**src/rtl/pacman_pkg.sv**
```systemverilog
// Shared definitions for the game-status stage: collision codes, game states,
// seven-segment glyphs and the saturating BCD score adder.
package pacman_pkg;

  localparam logic [3:0] COLL_NONE  = 4'd0;
  localparam logic [3:0] COLL_WALL  = 4'd1;
  localparam logic [3:0] COLL_PILL  = 4'd2;
  localparam logic [3:0] COLL_POWER = 4'd3;
  localparam logic [3:0] COLL_GHOST = 4'd4;

  typedef enum logic [2:0] {
    IDLE  = 3'd0,
    PLAY  = 3'd1,
    DYING = 3'd2,
    OVER  = 3'd3,
    WON   = 3'd4
  } game_state_t;

  localparam logic [6:0] SEG_BLANK = 7'h7F;
  localparam logic [6:0] SEG_E     = 7'b0000110;
  localparam logic [6:0] SEG_P     = 7'b0001100;

  localparam logic [15:0] PTS_PILL  = 16'h0010;
  localparam logic [15:0] PTS_POWER = 16'h0050;
  localparam logic [15:0] PTS_GHOST = 16'h0200;

  // Digit-wise decimal add; a carry out of the thousands digit clamps to 9999.
  function automatic logic [15:0] bcd_add_sat(input logic [15:0] a, input logic [15:0] b);
    logic [15:0] r;
    logic [4:0]  s;
    logic        c;
    r = '0;
    c = 1'b0;
    for (int i = 0; i < 4; i++) begin
      s = {1'b0, a[4*i +: 4]} + {1'b0, b[4*i +: 4]} + {4'b0000, c};
      if (s > 5'd9) begin
        s = s + 5'd6;
        c = 1'b1;
      end else begin
        c = 1'b0;
      end
      r[4*i +: 4] = s[3:0];
    end
    if (c) begin
      r = 16'h9999;
    end
    return r;
  endfunction

endpackage

```
**src/rtl/seg7_decode.sv**
```systemverilog
// BCD digit to active-low seven-segment pattern (gfedcba); non-decimal codes blank.
module seg7_decode
  import pacman_pkg::*;
(
  input  logic [3:0] bcd,
  output logic [6:0] seg
);

  always_comb begin
    seg = SEG_BLANK;
    case (bcd)
      4'd0:    seg = 7'b1000000;
      4'd1:    seg = 7'b1111001;
      4'd2:    seg = 7'b0100100;
      4'd3:    seg = 7'b0110000;
      4'd4:    seg = 7'b0011001;
      4'd5:    seg = 7'b0010010;
      4'd6:    seg = 7'b0000010;
      4'd7:    seg = 7'b1111000;
      4'd8:    seg = 7'b0000000;
      4'd9:    seg = 7'b0010000;
      default: seg = SEG_BLANK;
    endcase
  end

endmodule

```
**src/rtl/score_lives_ctrl.sv**
```systemverilog
// Game-status stage: turns collision events into score, lives, frightened window
// and game state, and drives the six seven-segment displays.
module score_lives_ctrl
  import pacman_pkg::*;
#(
  parameter int unsigned LIVES_INIT    = 3,
  parameter int unsigned TOTAL_PILLS   = 244,
  parameter logic [31:0] FRIGHT_CYCLES = 32'd400_000_000,
  parameter logic [31:0] DEATH_CYCLES  = 32'd100_000_000
) (
  input  logic       CLOCK_50,
  input  logic       reset,
  input  logic       start,
  input  logic       coll_valid,
  input  logic [3:0] collision_type,
  output logic       frightened,
  output logic       freeze,
  output logic       life_lost,
  output logic       game_over,
  output logic       win,
  output logic [6:0] HEX0,
  output logic [6:0] HEX1,
  output logic [6:0] HEX2,
  output logic [6:0] HEX3,
  output logic [6:0] HEX4,
  output logic [6:0] HEX5
);

  localparam logic [3:0] LIVES_RST   = 4'(LIVES_INIT);
  localparam logic [7:0] PILL_TARGET = 8'(TOTAL_PILLS);

  game_state_t state_q, state_d;
  logic [15:0] score_q, score_d;
  logic [3:0]  lives_q, lives_d;
  logic [7:0]  pills_q, pills_d;
  logic [31:0] fright_q, fright_d;
  logic [31:0] death_q, death_d;
  logic        life_lost_q, life_lost_d;
  logic [6:0]  hex_q [6];
  logic [6:0]  hex_d [6];

  logic [15:0]      disp_score;
  logic [3:0]       disp_lives;
  game_state_t      disp_state;
  logic [4:0][6:0]  seg_digit;

  always_comb begin
    state_d     = state_q;
    score_d     = score_q;
    lives_d     = lives_q;
    pills_d     = pills_q;
    fright_d    = fright_q;
    death_d     = death_q;
    life_lost_d = 1'b0;

    case (state_q)
      IDLE: begin
        if (start) begin
          state_d = PLAY;
        end
      end

      PLAY: begin
        if (fright_q != 32'd0) begin
          fright_d = fright_q - 32'd1;
        end
        if (coll_valid) begin
          case (collision_type)
            COLL_PILL: begin
              score_d = bcd_add_sat(score_q, PTS_PILL);
              pills_d = pills_q + 8'd1;
              if (pills_d == PILL_TARGET) begin
                state_d = WON;
              end
            end
            COLL_POWER: begin
              score_d  = bcd_add_sat(score_q, PTS_POWER);
              pills_d  = pills_q + 8'd1;
              fright_d = FRIGHT_CYCLES;
              if (pills_d == PILL_TARGET) begin
                state_d = WON;
              end
            end
            COLL_GHOST: begin
              // Pre-decrement counter decides, so a ghost on the last frightened cycle still scores.
              if (fright_q != 32'd0) begin
                score_d = bcd_add_sat(score_q, PTS_GHOST);
              end else begin
                fright_d = 32'd0;
                lives_d  = lives_q - 4'd1;
                if (lives_q == 4'd1) begin
                  state_d = OVER;
                end else begin
                  state_d     = DYING;
                  death_d     = DEATH_CYCLES - 32'd1;
                  life_lost_d = 1'b1;
                end
              end
            end
            default: begin
            end
          endcase
        end
      end

      DYING: begin
        if (death_q == 32'd0) begin
          state_d = PLAY;
        end else begin
          death_d = death_q - 32'd1;
        end
      end

      default: begin
      end
    endcase
  end

  // Display sources fall back to reset values so the HEX registers load them on the reset edge.
  always_comb begin
    disp_score = score_q;
    disp_lives = lives_q;
    disp_state = state_q;
    if (!reset) begin
      disp_score = 16'h0000;
      disp_lives = LIVES_RST;
      disp_state = IDLE;
    end
  end

  genvar gi;
  generate
    for (gi = 0; gi < 4; gi++) begin : g_score_seg
      seg7_decode u_seg (
        .bcd (disp_score[4*gi +: 4]),
        .seg (seg_digit[gi])
      );
    end
  endgenerate

  seg7_decode u_seg_lives (
    .bcd (disp_lives),
    .seg (seg_digit[4])
  );

  always_comb begin
    for (int i = 0; i < 4; i++) begin
      hex_d[i] = seg_digit[i];
    end
    case (disp_state)
      OVER:    hex_d[4] = SEG_E;
      WON:     hex_d[4] = SEG_P;
      default: hex_d[4] = SEG_BLANK;
    endcase
    hex_d[5] = seg_digit[4];
  end

  always_ff @(posedge CLOCK_50) begin
    hex_q <= hex_d;
    if (!reset) begin
      state_q     <= IDLE;
      score_q     <= 16'h0000;
      lives_q     <= LIVES_RST;
      pills_q     <= 8'd0;
      fright_q    <= 32'd0;
      death_q     <= 32'd0;
      life_lost_q <= 1'b0;
    end else begin
      state_q     <= state_d;
      score_q     <= score_d;
      lives_q     <= lives_d;
      pills_q     <= pills_d;
      fright_q    <= fright_d;
      death_q     <= death_d;
      life_lost_q <= life_lost_d;
    end
  end

  assign frightened = (fright_q != 32'd0);
  assign freeze     = (state_q != PLAY);
  assign life_lost  = life_lost_q;
  assign game_over  = (state_q == OVER);
  assign win        = (state_q == WON);

  assign HEX0 = hex_q[0];
  assign HEX1 = hex_q[1];
  assign HEX2 = hex_q[2];
  assign HEX3 = hex_q[3];
  assign HEX4 = hex_q[4];
  assign HEX5 = hex_q[5];

endmodule

```
**config.mk**
```make
export PLATFORM = sky130hd
export DESIGN_NAME = score_lives_ctrl
export DESIGN_NICKNAME = d
export VERILOG_FILES = /design/src/rtl/pacman_pkg.sv /design/src/rtl/seg7_decode.sv /design/src/rtl/score_lives_ctrl.sv
export SDC_FILE = /design/constraint.sdc
export NUM_CORES = 1
export LEC_CHECK = 0
export ABC_CLOCK_PERIOD_IN_PS = 14390
export CORE_ASPECT_RATIO = 1.1
export CORE_UTILIZATION = 56
export CTS_BUF_LIST = sky130_fd_sc_hd__clkbuf_8
export CTS_CLUSTER_SIZE = 25
export DETAILED_ROUTE_END_ITERATION = 8
export PLACE_DENSITY_LB_ADDON = 0.05
export SLEW_MARGIN = 25
export SYNTH_ARGS = -nofsm -noshare
export SYNTH_HDL_FRONTEND = slang
export SYNTH_SLANG_ARGS = --single-unit
```
**constraint.sdc**
```tcl
create_clock -name CLOCK_50 -period 14.39 [get_ports CLOCK_50]
set_input_delay 2.878 -clock CLOCK_50 [delete_from_list [all_inputs] [get_ports CLOCK_50]]
set_output_delay 2.878 -clock CLOCK_50 [all_outputs]
set_load 0.05 [all_outputs]
```
# [After elaboration in Yosys (flattened, before gate mapping)]
# Memories as Yosys holds them, arrays and structs flattened. A register that Yosys moved wholly into a read port is not among the register bits.
# Index checks and enable logic that the tools add are counted.
[totals] reg_bits=103 mem_bits_ro=560 input_bits=8 memories=5
[classes] n_addsub=26 order_cmp=10 eq_ne=23 muxes=88 bitwise_logic=5 n_reduce_logical=13
[memory_table] memory="(name not given)" depth=16 word_bits=7 read_ports=1 rd_ports_with_merged_regs=1 wr=0 line_no="seg7_decode.sv:11" text="case (bcd)"
[memory_table] memory="(name not given)" depth=16 word_bits=7 read_ports=1 rd_ports_with_merged_regs=1 wr=0 line_no="seg7_decode.sv:11"
[memory_table] memory="(name not given)" depth=16 word_bits=7 read_ports=1 rd_ports_with_merged_regs=1 wr=0 line_no="seg7_decode.sv:11"
[memory_table] memory="(name not given)" depth=16 word_bits=7 read_ports=1 rd_ports_with_merged_regs=1 wr=0 line_no="seg7_decode.sv:11"
[memory_table] memory="(name not given)" depth=16 word_bits=7 read_ports=1 rd_ports_with_merged_regs=1 wr=0 line_no="seg7_decode.sv:11"
[op_table] op="$mux W32" count=8
[op_table] op="$pmux W32 S2" count=2
[op_table] op="$mux W16" count=5
[op_table] op="$sub A32 B1 Y32 const B" count=2
[op_table] op="$mux W1" count=52
[op_table] op="$pmux W16 S3" count=1
[op_table] op="$gt A5 B4 Y1 const B" count=9
[op_table] op="$mux W4" count=11
[op_table] op="$add A4 B3 Y4 const B" count=10
[op_table] op="$logic_not A32 Y1" count=1
[op_table] op="$reduce_bool A32 Y1" count=1
[op_table] op="$add A4 B1 Y5" count=6
[op_table] op="$mux W3" count=6
[op_table] op="$ne A2 B2 Y1 const B" count=8
[op_table] op="$add A5 B1 Y5" count=3
[op_table] op="$pmux W7 S2" count=1
[op_table] op="$eq A3 B2 Y1 const B" count=3
[op_table] op="$ne A3 B3 Y1 const B" count=3
[op_table] op="$pmux W3 S3" count=1
[op_table] op="$add A8 B1 Y8 const B" count=1
[op_table] op="$eq A4 B2 Y1 const B" count=2
[op_table] op="$eq A8 B8 Y1 const B" count=1
[op_table] op="$reduce_and A4 Y1" count=2
[op_table] op="$reduce_and A7 Y1" count=1
[op_table] op="19 further kinds" count=25

# [Depth between registers and ports, before layout]
# Gate-level depths: netlist of the first run.
[depth] word_depth=30 mapped_depth=24 ltp_nobuf=23

# [Hierarchy]
# Synthesis of the first run repeated with hierarchy kept, for this count alone.
[unflattened] hier_cells=1027 area_unflattened_um2=8131.5
[by_module_without_submodules] module="score_lives_ctrl" instances=1 cells_per_inst=870 area_per_inst_um2=7103.1 seq_area_each_um2=2682.6
[by_module_without_submodules] module="seg7_decode at g_score_seg[0].u_seg ..." instances=2 cells_per_inst=33 area_per_inst_um2=210.2 seq_area_each_um2=0.0
[by_module_without_submodules] module="seg7_decode at g_score_seg[3].u_seg ..." instances=2 cells_per_inst=30 area_per_inst_um2=203.9 seq_area_each_um2=0.0
[by_module_without_submodules] module="seg7_decode at g_score_seg[2].u_seg" instances=1 cells_per_inst=31 area_per_inst_um2=200.2 seq_area_each_um2=0.0

# [Least setup slack after synthesis of the first run]
# OpenSTA, ideal clock, no wires.
[synth_timing] kind="register to output" from="register fright_q[0]" to="output frightened" t_arrival_ns=2.365 required_ns=11.512 setup_slack_ns=9.147 stages_incl_launch_ff=10 path_cell_list="dfxtp_1 inv_1 ha_1 or3b_2 nor3_1 and4_1 clkbuf_1 inv_1 clkbuf_1 clkbuf_1"
[synth_via] elab_chain_cells=1
[synth_rtl] item="from (decl)" line_no="score_lives_ctrl.sv:36" text="logic [31:0] fright_q, fright_d;"
[synth_rtl] item="from (signal assigned)" line_no="score_lives_ctrl.sv:173" text="fright_q <= fright_d;"
[synth_rtl] item="$reduce_bool A32 Y1" line_no="score_lives_ctrl.sv:179" text="assign frightened = (fright_q != 32'd0);"
[synth_rtl] item="to (decl)" line_no="score_lives_ctrl.sv:16" text="output logic frightened,"
# No other way between the ends.

# [Worst setup path after layout of the first run]
# Same ends and word-level chain as after synthesis.

==> impl_metrics.tcl, run 1 <==
set metrics [dict create \
    status "finished clean" \
    drv_slew 0 \
    rr_worst_depth 22 \
    die_x_um 118 \
    setup_viol 0 \
    rsz0062_at_grt "false" \
    antenna_found_initial 0 \
    cpMostUsedCell "inv_1" \
    synth-warning-count 0 \
    grt_pass1_wl_mm 34.6 \
    synth_fp_nets 1109 \
    tritoncts.num_buffers 17 \
    critPathKind "reg2out" \
    syn2layout_area_growth_pct 12.5 \
    die_h_um 130 \
    clockBufferDepth 2 \
    dr_total_vias 7692 \
    critPathRequiredTime_ps 11510 \
    async_flop_share 0 \
    period_needed_ps 6410 \
    hold_viol 0 \
    critPathArrivalTime_ps 3530 \
    cap_violations 0 \
    hold_end "death_q[9]" \
    post_cts_buffers 0 \
    post_drt_wl_per_cell_um 16.3 \
    first_iter_violations 472 \
    fin_hold_ws_ps 482 \
    netlist_area_um2 8300 \
    gr-total-overflow 0 \
    first_global_vias 7087 \
    critPathLaunchType "flip-flop" \
    p_per_area_nw_per_um2 146 \
    clock_latency_ps 470 \
    final_cell_mix "dfxtp_1, nor2_1, nand2_1" \
    num_rows 46 \
    synth_cell_types 75 \
    nets 1124 \
    clock_sinks 134 \
    cts_hold_buf 0 \
    crit_slowest_cell "clkdlybuf4s50_1" \
    vdd_ir_drop_max_uv 147 \
    multi_input_comb_area_um2 5160 \
    slew_headroom 0.390 \
    min_path_cells 2 \
    totalWireLength_mm 20.6 \
    io_pins 55 \
    crit_fanout 24 \
    clock_skew_ps 13.4 \
    grtUsageTotal 0.278 \
    grt_start_max_net_pins 68 \
    reg2reg_from "score_q[2]" \
    ys.flop_type "dfxtp_1" \
    path_cells "inv_1 > ha_1 > or3b_2 > nor3_1 > and4_1 > inv_1 > clkdlybuf4s50_1" \
    clk_pin_slew_ps 80 \
    tritoncts "yes" \
    crit_family "buffers and inverters" \
    ys_ff_latch 134 \
    h-tree-depth 4 \
    r2r_setup_slack_ps 8060 \
    vias_per_cell 6.08 \
    fill_cells 1274 \
    cts-root-buf "clkbuf_8" \
    drc 0 \
    worst_slew_pin_slew_ps 916 \
    start_util 0.574 \
    yosysSeqAreaShare 0.323 \
    power_leakage_nw 3.67 \
    hold_start "death_q[9]" \
    final-seq-area_um2 2680 \
    cp-end-kind "primary output" \
    cts_resized 0 \
    place.gp.congestion 0.926 \
    first_pass_iters 5 \
    dieArea_um2 15300 \
    crit-reg2reg-capture "score_q[13]" \
    crit_buf_inv 3 \
    hold_class "reg2reg" \
    antennaDiodeCount 0 \
    yosys.area.top_type "dfxtp_1" \
    portBuffers 53 \
    synth_cells 1045 \
    final_common_cell "dfxtp_1" \
    ant_nets 0 \
    setup-tns-final_ps 0 \
    synth_edf_count 0 \
    dp_hpwl_mm 14.0 \
    core_area_um2 14400 \
    fmax_mhz 156 \
    synth_area_per_cell_um2 7.94 \
    drive_gt1_frac 0.0652 \
    netlist_top_cells_area "dfxtp_1, ha_1, nor2_1" \
    finalCritPeriodShare 0.445 \
    slowest_delay_ps 840 \
    yosysTopAreaCellShare 0.323 \
]
-- how the worst max path moves through the flow --
stage	slack [ps]	to	from	depth (start not counted)
final	7980	frightened	fright_q[0]	7
after global routing	7560	score_q[13]	score_q[2]	22
after CTS	7980	frightened	fright_q[0]	7
after detailed placement	8240	score_q[2]	score_q[2]	22
after global placement	8450	score_q[2]	score_q[2]	22
after floorplan	9150	frightened	fright_q[0]	9
-- cell type report --
type                       count  share of cell area
clock inverter                11              0.0181
timing repair buffer          63              0.0644
clock buffer                  21              0.0310
tap                          192              0.0257
inverter                      51              0.0205
sequential                   134               0.288
multi-input combinational    793               0.553
-- registers in the layout (all words and copies together), names as in the netlist --
signal / flops
death_q: 32
HEX0: 7
pills_q: 8
state_q: 3
HEX3: 7
fright_q: 32
HEX4: 3
HEX2: 7
HEX5: 7
lives_q: 4
score_q: 16
life_lost: 1
HEX1: 7
-- per-layer routing --
| layer | global-route usage | up-vias | part of all wire |
|---|---|---|---|
| met5 | 0 | - | 0 |
| met4 | 0.0973 | 0 | 0.016 |
| met3 | 0.0484 | 31 | 0.044 |
| met2 | 0.492 | 228 | 0.49 |
| met1 | 0.343 | 3600 | 0.45 |
| li1 | - | 3833 | - |
-- worst register-to-register path, cell delays in order, from the launching register on --
cell	delay [ps]
dfxtp_1	420
o21ai_0	500
ha_1	330
inv_1	60
ha_1	270
xnor2_1	370
inv_1	190
ha_1	260
a221oi_1	310
o32a_1	330
ha_1	250
ha_1	250
or2_2	150
a21oi_1	60
nor3_1	390
ha_1	260
ha_1	230
nor2b_1	70
a211o_1	310
a21boi_0	530
buf_4	260
nand2_1	80
a311oi_1	340
-- where the power goes --
group,leakage [nW],switching [mW],total [mW],internal (mW)
sequential,1.08,0.0484,0.462,0.414
combinational,2.35,0.343,0.534,0.191
clock,0.238,0.155,0.362,0.208
total,3.67,0.546,1.36,0.813
-- Yosys cell counts (4+ instances only) --
cell / instances
or3_1: 20
nand2b_1: 18
a21oi_1: 73
a211oi_1: 12
nor2_1: 107
nand3b_1: 4
o21ai_0: 42
or4_1: 18
nand3_1: 28
and2_1: 4
a31oi_1: 28
clkbuf_1: 52
o21a_1: 11
o31ai_1: 11
dfxtp_1: 134
a21boi_0: 4
nor3_1: 25
xnor2_1: 22
a211o_1: 7
inv_1: 50
buf_4: 5
nor3b_1: 6
nand2_1: 85
o22ai_1: 15
and3_1: 5
buf_1: 5
a311oi_1: 6
o211ai_1: 6
ha_1: 56
nand4_1: 20
a22oi_1: 8
or2_2: 10
a221oi_1: 8
nor4_1: 23
nand4b_1: 6
xor2_1: 25
mux2i_1: 18
nor2b_1: 8
-- cells by family after synthesis --
| logic type | count (synthesis) | synth area share |
|---|---|---|
| buf+inv | 118 | 0.0572 |
| flops | 134 | 0.323 |
| compound gates | 268 | 0.212 |
| mux | 18 | 0.0217 |
| xor+xnor | 47 | 0.0496 |
| fa+ha+maj | 56 | 0.0845 |
| other cells | 1 | 0.000452 |
| simple gates | 403 | 0.251 |
-- metrics by stage --
stage                     setup WS [ps]  std cells  area (µm²)  power (mW)   util
after floorplan                    9150       1045        8300       0.864      -
after global placement             8450       1233        8860       0.989  0.613
after detailed placement           8240       1233        8860       0.994  0.613
after global routing               7560       1265        9330        1.45  0.646
after CTS                          7980       1265        9320        1.36  0.645
final                              7980       1265        9330        1.36  0.646
(Power assumes the default switching activity.)
==> run 2: changes to the inputs <==
--- a/config.mk
+++ b/config.mk
@@ -5,7 +5,7 @@
 export SDC_FILE = /design/constraint.sdc
 export NUM_CORES = 1
 export LEC_CHECK = 0
-export ABC_CLOCK_PERIOD_IN_PS = 14390
+export ABC_CLOCK_PERIOD_IN_PS = 5700
 export CORE_ASPECT_RATIO = 1.1
 export CORE_UTILIZATION = 56
 export CTS_BUF_LIST = sky130_fd_sc_hd__clkbuf_8
==> constraint.sdc (replaced) <==
create_clock -name CLOCK_50 -period 5.7 [get_ports CLOCK_50]
set_input_delay 1.14 -clock CLOCK_50 [delete_from_list [all_inputs] [get_ports CLOCK_50]]
set_output_delay 1.14 -clock CLOCK_50 [all_outputs]
set_load 0.05 [all_outputs]
==> run 2 against run 1 <==
  * Critical path depth is 16 higher
  * Combinational power increased to 2.5 times the previous value
  * Clock power is 130% higher
  * Clock-buffer cell count fell by 4
  * Die area did not move
  * Setup slack got worse by 7600 ps
  * Final cell count is 0.79% higher
  * Largest cell class unchanged
==> impl_metrics.tcl, run 2 (synthesis results as in run 1) <==
set metrics [dict create \
    status "finished clean" \
    cts-root-buf "clkbuf_8" \
    drc 0 \
    dr_total_vias 7725 \
    tritoncts.num_buffers 17 \
    antennaDiodeCount 0 \
    vdd_ir_drop_max_uv 346 \
    setup-tns-final_ps 0 \
    grt_start_max_net_pins 37 \
    first_pass_iters 5 \
    antenna_found_initial 0 \
    io_pins 55 \
    core_area_um2 14400 \
    critPathRequiredTime_ps 6050 \
    final_common_cell "dfxtp_1" \
    pre_cts_ws_ps -112 \
    die_x_um 118 \
    stdcell_count 1275 \
    critPathKind "reg2reg" \
    first_iter_violations 621 \
    drive_gt1_frac 0.0785 \
    critPathArrivalTime_ps 5660 \
    power_leakage_nw 3.69 \
    rr_worst_depth 23 \
    portBuffers 53 \
    setup.worst_path.start "score_q[1]" \
    hold_class "reg2reg" \
    fmax_mhz 188 \
    slew_headroom 0.301 \
    drv_slew 0 \
    start_util 0.574 \
    dieArea_um2 15300 \
    finalCritPeriodShare 0.931 \
    r2r_setup_slack_ps 390 \
    syn2layout_area_growth_pct 13.3 \
    cap_violations 0 \
    rsz0062_at_grt "false" \
    dp_hpwl_mm 14.1 \
    ant_nets 0 \
    post_drt_wl_per_cell_um 16.0 \
    reg2reg_from "score_q[1]" \
    nets 1135 \
    largestRegisters "death_q (32), fright_q (32), score_q (16)" \
    hold_start "death_q[31]" \
    grt_pass1_wl_mm 33.7 \
    gr-total-overflow 0 \
    hold_viol 0 \
    final_cell_mix "dfxtp_1, nor2_1, nand2_1" \
    num_rows 46 \
    tritoncts "yes" \
    clk_pin_slew_ps 80 \
    vias_per_cell 6.06 \
    fill_cells 1233 \
    h-tree-depth 4 \
    cts_hold_buf 0 \
    critPathLaunchType "flip-flop" \
    fin_hold_ws_ps 473 \
    die_h_um 130 \
    totalWireLength_mm 20.4 \
    setup_ws_ps 395 \
    p_per_area_nw_per_um2 358 \
    setup_viol 0 \
    cp-end-kind "flip-flop" \
    place.gp.congestion 0.880 \
    clock_sinks 134 \
    clock_latency_ps 470 \
    final_util 0.651 \
    period_needed_ps 5310 \
    place_inst 1243 \
    crit-reg2reg-capture "score_q[2]" \
    worstSetupEndpoint "score_q[2]" \
    worst_slew_pin_slew_ps 1040 \
    crit_fanout 11 \
    clockBufferDepth 2 \
    grtUsageTotal 0.275 \
    clock_skew_ps 12.1 \
    first_global_vias 6859 \
]
[run 2: cell count changes in the layout (fill, tap and decap cells not counted), moves of 2 or more]
cell / change
ha_1: -2
buf_4: +11
clkinvlp_4: +3
clkbuf_8: -4
[run 2: how the worst min path moves through the flow]
stage,end,depth (start not counted)
finish,death_q[31],2
CTS,death_q[31],2
global route,death_q[31],2
global placement,death_q[31],2
detailed placement,fright_q[15],2
floorplan,death_q[31],2
[run 2: critical path: stages, from the launching register on]
cell and delay (ps):
dfxtp_1 390, o21ai_4 220, ha_4 210, inv_1 50, ha_2 230, xnor2_2 270
inv_1 160, ha_1 240, a222oi_1 280, o32a_1 250, ha_1 200, ha_1 280
or2_2 310, a21oi_1 180, nor3_2 90, ha_1 200, ha_1 240, nor2b_1 140
a211o_1 170, a21boi_0 100, buf_4 180, or3_1 410, a21oi_1 240, o22ai_1 120
[run 2: metrics by stage]
stage               cell area, µm²  power, mW
floorplan                     8300       2.18
global placement              8930       2.49
detailed placement            8930       2.51
CTS                           9350       3.35
global route                  9400       3.57
finish                        9400       3.36
[run 2: per-layer routing]
metal | share of wire | global-route usage | vias to the layer above
li1 | - | - | 3853
met1 | 0.45 | 0.343 | 3609
met2 | 0.48 | 0.473 | 232
met3 | 0.054 | 0.0541 | 31
met4 | 0.017 | 0.0950 | 0
met5 | 0 | 0 | -
[run 2: where the power goes]
| group | switching (mW) | total, mW | internal (mW) |
|---|---|---|---|
| Combinational | 0.871 | 1.36 | 0.487 |
| Clock | 0.404 | 0.839 | 0.435 |
| Sequential | 0.120 | 1.16 | 1.04 |
| Total | 1.40 | 3.36 | 1.97 |
[run 2: what timing repair did]
item,CTS,global route
setup buffers,0,1
pin swaps,0,2
setup endpoints to repair,4,15
hold endpoints to repair,0,0
resized for setup,2,6
cloned,0,0
[run 2: layout make-up]
| type | count | area [µm²] | area share |
|---|---|---|---|
| multi-input cells | 793 | 5190 | 0.552 |
| flip-flops and latches | 134 | 2680 | 0.285 |
| repair buffers | 74 | 683 | 0.0727 |
| well taps | 192 | 240 | 0.0256 |
| clock buffers | 17 | 234 | 0.0249 |
| inverters | 51 | 191 | 0.0204 |
| clock inverters | 14 | 178 | 0.0189 |
